<file path="src/rtl/bsg_mux_segmented_buffered.sv">
// Per-segment 2:1 merge of data0_i/data1_i into an els_p-deep valid/yumi buffer; one cycle min latency, no bypass.
// ready_o depends only on occupancy, so a full buffer refuses input even when yumi_i is high in the same cycle.
module bsg_mux_segmented_buffered #(
   parameter int width_p    = 16,
   parameter int segments_p = 16,
   parameter int els_p      = 2
) (
   input  logic                         clk_i,
   input  logic                         reset_n_i,
   input  logic                         v_i,
   output logic                         ready_o,
   input  logic [width_p-1:0]           data0_i,
   input  logic [width_p-1:0]           data1_i,
   input  logic [segments_p-1:0]        sel_i,
   output logic                         v_o,
   output logic [width_p-1:0]           data_o,
   input  logic                         yumi_i,
   output logic [$clog2(els_p+1)-1:0]   count_o
);

   localparam int sw_lp    = width_p / segments_p;
   localparam int cnt_w_lp = $clog2(els_p + 1);
   localparam int ptr_w_lp = (els_p > 1) ? $clog2(els_p) : 1;
   localparam int depth_lp = (els_p > 1) ? els_p : 2;
   localparam logic [cnt_w_lp-1:0] els_cnt_lp  = cnt_w_lp'(els_p);
   localparam logic [ptr_w_lp-1:0] last_ptr_lp = ptr_w_lp'(els_p - 1);

   generate
      if ((width_p % segments_p) != 0 || els_p < 1) begin : g_bad_params
         $error("bsg_mux_segmented_buffered: width_p must divide by segments_p and els_p must be >= 1");
      end
   endgenerate

   logic [width_p-1:0]  merged;
   logic [width_p-1:0]  mem_q [depth_lp];
   logic [width_p-1:0]  mem_d [depth_lp];
   logic [ptr_w_lp-1:0] wptr_q, wptr_d;
   logic [ptr_w_lp-1:0] rptr_q, rptr_d;
   logic [cnt_w_lp-1:0] count_q, count_d;
   logic                enq, deq;

   always_comb begin
      merged = '0;
      for (int k = 0; k < segments_p; k++) begin
         merged[k*sw_lp +: sw_lp] = sel_i[k] ? data1_i[k*sw_lp +: sw_lp]
                                             : data0_i[k*sw_lp +: sw_lp];
      end
   end

   assign ready_o = (count_q < els_cnt_lp);
   assign v_o     = (count_q != '0);
   assign data_o  = mem_q[rptr_q];
   assign count_o = count_q;

   // A yumi against an empty buffer is ignored rather than corrupting the pointers.
   assign enq = v_i & ready_o;
   assign deq = yumi_i & v_o;

   always_comb begin
      mem_d   = mem_q;
      wptr_d  = wptr_q;
      rptr_d  = rptr_q;
      count_d = count_q;
      if (enq) begin
         mem_d[wptr_q] = merged;
         wptr_d = (wptr_q == last_ptr_lp) ? '0 : wptr_q + ptr_w_lp'(1);
      end
      if (deq) begin
         rptr_d = (rptr_q == last_ptr_lp) ? '0 : rptr_q + ptr_w_lp'(1);
      end
      case ({enq, deq})
         2'b10:   count_d = count_q + cnt_w_lp'(1);
         2'b01:   count_d = count_q - cnt_w_lp'(1);
         default: count_d = count_q;
      endcase
   end

   always_ff @(posedge clk_i or negedge reset_n_i) begin
      if (!reset_n_i) begin
         mem_q   <= '{default: '0};
         wptr_q  <= '0;
         rptr_q  <= '0;
         count_q <= '0;
      end else begin
         mem_q   <= mem_d;
         wptr_q  <= wptr_d;
         rptr_q  <= rptr_d;
         count_q <= count_d;
      end
   end

   a_no_yumi_when_empty: assert property (@(posedge clk_i) disable iff (!reset_n_i) !(yumi_i && !v_o));

endmodule

</file>
<file path="config.mk">
export PLATFORM = sky130hd
export DESIGN_NAME = bsg_mux_segmented_buffered
export DESIGN_NICKNAME = d
export VERILOG_FILES = /design/src/rtl/bsg_mux_segmented_buffered.sv
export SDC_FILE = /design/constraint.sdc
export NUM_CORES = 1
export LEC_CHECK = 0
export BUFFER_PORTS_ARGS = -buffer_cell sky130_fd_sc_hd__buf_2
export CAP_MARGIN = 20
export CORE_AREA = 2 2 64 66
export CTS_BUF_LIST = sky130_fd_sc_hd__clkbuf_16
export DETAILED_ROUTE_END_ITERATION = 7
export DIE_AREA = 0 0 66 68
export HOLD_SLACK_MARGIN = 0.08
export PLACE_DENSITY = 0.87
export SETUP_SLACK_MARGIN = 0.5
export SLEW_MARGIN = 5
export SYNTH_ARGS = -nofsm -noshare
export SYNTH_HDL_FRONTEND = slang
export SYNTH_SLANG_ARGS = --single-unit
</file>
<file path="constraint.sdc">
create_clock -name clk_i -period 1.7 [get_ports clk_i]
set_input_delay 0.425 -clock clk_i [delete_from_list [all_inputs] [get_ports clk_i]]
set_output_delay 0.425 -clock clk_i [all_outputs]
set_load 0.01 [all_outputs]
</file>
Word level (Yosys, flattened, before mapping)
Index checks and enable logic that the tools add are counted.
{ "totals": {"ff_bits": 36, "in_bits": 52, "output_inout_bits": 20, "word_cells": 47} }
{ "op_classes": {"add_sub_neg": 4, "n_lt_le_gt_ge": 4, "eq_ne": 2, "mux": 25, "bitwise_logic": 4, "reduce_logical": 3} }
{ "op_table": {"columns": ["cell", "count"], "rows": [
  ["two-way mux 16 bit", 4],
  ["bitwise mux 32 bit", 1],
  ["two-way mux 1 bit", 18],
  ["demux 16 bit (select 1 bit)", 1],
  [">= comparator 2 bit, second input constant", 2],
  ["NOT 1 -> 2 bit", 2],
  ["one-hot mux 2 bit (2 select lines)", 1],
  ["nonzero test 2 bit", 2],
  ["adder 1 bit, second input constant", 2],
  ["adder 2 x 1 -> 2 bit, second input constant", 1],
  ["bitwise AND 1 bit", 2],
  ["equality test 2 x 1 -> 1 bit, second input constant", 1],
  ["equality test 2 bit, second input constant", 1],
  ["less-than comparator 2 x 1 -> 1 bit, second input constant", 1],
  ["less-than comparator 2 bit, second input constant", 1],
  ["subtractor 2 x 1 -> 2 bit, second input constant", 1],
  ["logical AND 1 bit", 1]
]} }

Logic depth before layout (Yosys ltp)
{ "logic_depth": {"word_depth": 6, "mapped_depth": 6, "mapped_depth_nobuf": 6} }

Least setup slack after synthesis
Ideal clock, no wire load.
{ "synth_timing": {"path_kind": "register to register", "startpoint": "register count_q[0] (netlist: count_o[0])", "endpoint": "register count_q[1] (netlist: count_o[1])", "setup_ps": 80, "arrival_ps": 1515, "required_time_ps": 1620, "path_slack_ps": 105, "path_stages_with_launch": 6, "path_buffers": 0, "synth_period_minus_slack_ps": 1595, "path_cell_list": "dfrtp_1 or2_2 and2_1 ha_1 nor2_1 xnor2_1"} }
{ "synth_via": {"elab_chain_cells": 4, "word_cells_on_any_way": 10, "classes_between": "add/sub: 2; order compare: 1; eq/ne: 2; mux: 1; bitwise: 2; reduce/logical: 2"} }
{ "synth_lines": {"columns": ["element", "line", "rtl"], "rows": [
  ["start: declaration", "39", "logic [cnt_w_lp-1:0] count_q, count_d;"],
  ["start signal: assignment", "88", "count_q <= count_d;"],
  ["nonzero test 2 bit (*)", "51", "assign v_o = (count_q != '0);"],
  ["named net v_o", "15", "output logic v_o,"],
  ["bitwise AND 1 bit (*)", "57", "assign deq = yumi_i & v_o;"],
  ["named net deq", "40", "logic enq, deq;"],
  ["equality test 2 x 1 -> 1 bit or equality test 2 bit (tied branches)", "71", "case ({enq, deq})"],
  ["one-hot mux 2 bit (2 select lines) or nonzero test 2 bit (tied branches)", null, null]
]} }
The timed path passes the listed nets; every way through them passes the cells marked *.
A chain may end at the register's enable or synchronous reset.

Worst setup path after layout
{ "layout_timing": {"startpoint": "register rptr_q", "endpoint": "output data_o[13]"} }
{ "layout_via": {"elab_chain_cells": 4} }
{ "layout_lines": {"columns": ["element", "line", "rtl"], "rows": [
  ["start: declaration", "38", "logic [ptr_w_lp-1:0] rptr_q, rptr_d;"],
  ["start signal: assignment", "87", "rptr_q <= rptr_d;"],
  ["NOT 1 -> 2 bit (implied by the code)", "52", "assign data_o = mem_q[rptr_q];"],
  ["two-way mux 16 bit (implied by the code) (3 in a row)", "52", null],
  ["end: declaration", "16", "output logic [width_p-1:0] data_o,"]
]} }
Every way passes these cells. The select of a mux whose other input is x is not followed.

==> results.sh <==
export IMPL_ys_ff_latch=36
export IMPL_p_sw_mw=2.30
export IMPL_yosysTopAreaCell="dfrtp_1"
export IMPL_arrival_ns=1.32
export IMPL_synth_mux_area_share_pct=20.1
export IMPL_numCtsBuffers=5
export IMPL_tightestPinTransition_ns=0.483
export IMPL_yosys_area_top_type_share_pct=53.2
export IMPL_synthSimpleGateAreaFrac_pct=9.83
export IMPL_grt_pass1_wl_mm=6.69
export IMPL_grt_max_degree=33
export IMPL_cts_tree="yes"
export IMPL_drc=0
export IMPL_die_x_um=66
export IMPL_swShare_pct=35.7
export IMPL_antenna_cells=0
export IMPL_ys_types=20
export IMPL_globalplace_congestion=0.747
export IMPL_met2WireLength_mm=3.21
export IMPL_holdWs_ns=0.116
export IMPL_nNetsFinal=302
export IMPL_dp_cells=273
export IMPL_ys_async_sr_fraction_pct=100
export IMPL_setup_viol=15
export IMPL_grt_pass1_vias=1462
export IMPL_rows=23
export IMPL_synth_top_family_by_area="multiplexers"
export IMPL_synthAdderAreaFrac_pct=0.739
export IMPL_period_minus_slack_ns=1.75
export IMPL_netlist_top_cells_area="dfrtp_1, mux2_2, mux2i_1"
export IMPL_start_util_pct=43.9
export IMPL_fin_crit_sh_pct=103
export IMPL_final_setup_worst_slack_ns=-0.0459
export IMPL_rsz0062_at_grt="true"
export IMPL_synth_area_um2=1690
export IMPL_synthToLayoutAreaGrowth_pct=83.0
export IMPL_wl_met3_um=221
export IMPL_seq_power_share_pct=26.9
export IMPL_power_frac_comb_pct=57.2
export IMPL_wl_per_cell_um=19.1
export IMPL_yosys_warnings=0
export IMPL_clock_power_share_pct=15.9
export IMPL_cts_root_buf="clkbuf_16"
export IMPL_vias=1573
export IMPL_fin_cells=300
export IMPL_wl_met1_mm=2.20
export IMPL_finClkSkew_ns=0.00473
export IMPL_core_region_area_um2=3860
export IMPL_syn_inst=153
export IMPL_port_buffers=71
export IMPL_status="complete, but fails checks"
export IMPL_slew_headroom_pct=67.7
export IMPL_hp_class="input pin to async pin"
export IMPL_synth_xor_xnor_area_share_pct=2.59
export IMPL_vias_per_cell=5.24
export IMPL_dpl_hpwl_mm=2.61
export IMPL_track_usage_pct=20.6
export IMPL_slew_viol_final=0
export IMPL_clock_latency_ns=0.28
export IMPL_highest_layer="met4"
export IMPL_synth_seq_area_share_pct=53.2
export IMPL_grt_ovfl_total=0
export IMPL_p_int_mw=4.15
export IMPL_synth_compound_area_share_pct=9.90
export IMPL_cts_sinks=36
export IMPL_yosysMostFrequentCell="dfrtp_1"
export IMPL_cp_required_ns=1.27
export IMPL_clockBufferDepth=2
export IMPL_max_freq_mhz=573
export IMPL_synthesis_nets=206
export IMPL_synth_edf_count=0
export IMPL_drt_total_wl_mm=5.74
export IMPL_first_pass_iters=4
export IMPL_grt_antenna_before_repair=0
export IMPL_critPathKind="flip-flop to output pin"
export IMPL_clkTransAtPathRegs_ns=0.05
export IMPL_cp_start_kind="flip-flop"
export IMPL_tns_ns=-0.357
export IMPL_drive_above_1_share_pct=74.8
export IMPL_h_tree_depth=2
export IMPL_n_fill_cell=212
export IMPL_vdd_ir_drop_max_v=0.000905
export IMPL_first_iter_violations=98
export IMPL_max_cap_viol_count=0
export IMPL_ys_flop_type="dfrtp_1"
export IMPL_boundaryPins=72
export IMPL_worstSetupEndpointType="output pin"
export IMPL_die_area_um2=4490
export IMPL_dieHeight_um=68
export IMPL_ant_nets=0
export IMPL_final_core_util_pct=80.3
export IMPL_hold_viol_final=0
export IMPL_leakage_nw=1.47
export IMPL_ys_top_cells_by_count="dfrtp_1, nand2_1, nor2_1"
export IMPL_violations="negative setup slack"
export IMPL_power_density_nw_per_um2=2080
export IMPL_syn_avg_cell_area_um2=11.1
export IMPL_critPathMaxFanout=7
==> metal layers <==
metal | GRT usage (%) | up-vias
met1 | 24.9 | 786
met4 | 9.95 | 0
met2 | 35.6 | 58
li1 | - | 718
met5 | 0 | -
met3 | 3.78 | 11
==> area by class of cell <==
cell class                      instances  area (um^2)  share of cell area, %
Clock buffer                            5          125                   4.04
Clock inverter                          3         38.8                   1.25
Inverter                                1         6.26                  0.202
Multi-Input combinational cell        108         1150                   37.1
Sequential cell                        36          903                   29.2
Tap cell                               50         62.6                   2.02
Timing Repair Buffer                   97          812                   26.2
==> sequential cells by signal, indices dropped and copies added (netlist names) <==
register / cells
count_o: 2
mem_q: 32
rptr_q: 1
wptr_q: 1
==> power groups by stage <==
stage                     clock network (mW)  logic, mW  registers, mW
after floorplan                            0       1.48           1.49
after global placement                     0       1.97           1.52
after detailed placement                   0       2.01           1.55
after CTS                               1.03       3.08           1.65
after global routing                    1.07       3.89           1.79
final                                   1.02       3.69           1.74
==> layout by cell type (no fill, tap or decap) <==
master | synthesis | routed
buf_2 | 3 | 51
dfrtp_1 | 36 | 34
buf_6 | 2 | 31
mux2_4 | 0 | 16
mux2i_1 | 16 | 16
nor2_4 | 0 | 16
a21oi_2 | 2 | 16
nand2_4 | 0 | 13
o21ai_2 | 0 | 11
clkbuf_16 | 0 | 8
buf_4 | 2 | 7
o21ai_1 | 0 | 5
nand2_2 | 0 | 3
buf_12 | 0 | 3
xnor2_2 | 0 | 2
xnor2_1 | 4 | 2
dfrtp_2 | 0 | 2
dlygate4sd3_1 | 0 | 2
inv_4 | 0 | 1
nand2_1 | 17 | 1
or2_4 | 0 | 1
and2_4 | 0 | 1
nand3b_1 | 1 | 1
nor3b_4 | 1 | 1
xor2_2 | 0 | 1
nor2_1 | 17 | 1
ha_4 | 0 | 1
bufinv_16 | 0 | 1
clkinv_2 | 0 | 1
inv_1 | 1 | 1
==> path summary, 6_finish.rpt <==
kind                            startpoint          to  slack (ns)  cells past startpoint
worst min register to register    mem_q[5]    mem_q[5]        0.51                      2
worst max-delay path                rptr_q  data_o[13]       -0.05                      3
min in group clk_i              data0_i[1]    mem_q[1]        0.47                      3
max in group asynchronous        reset_n_i    mem_q[9]        0.67                      2
worst min-delay path             reset_n_i   mem_q[19]        0.12                      2
worst max register to register  count_o[0]  count_o[1]        0.22                      6
==> cells by family after synthesis <==
family	after synthesis
adders and majority gates	1
and+or+nand+nor	38
AOI/OAI and AO/OA	32
DFF	36
buffers and inverters	9
xor gates and xnor gates	5
muxes	32
==> worst max-delay path, cell delays in order (launching register included) <==
cell and delay [ns]:
dfrtp_1 0.41, buf_6 0.18, mux2_4 0.32, buf_6 0.12
==> repair_timing <==
| item | CTS | global route |
|---|---|---|
| hold buffers | 2 | 0 |
| endpoints found under the hold margin | 10 | 0 |
| cloned | 0 | 5 |
| resized for setup | 114 | 31 |
| setup endpoints to repair | 22 | 55 |
| setup buffers | 7 | 5 |
| pin swaps | 34 | 21 |
==> through the flow <==
step                area (um^2)  total power [mW]  worst slack, ns
finish                     3100              6.45          -0.0459
global route               3100              6.75          -0.0673
floorplan                  1790              2.98            0.267
global placement           2200              3.49            0.283
detailed placement         2200              3.56            0.278
CTS                        2840              5.77          -0.0247
No activity file was read; power rests on OpenSTA's default activity.
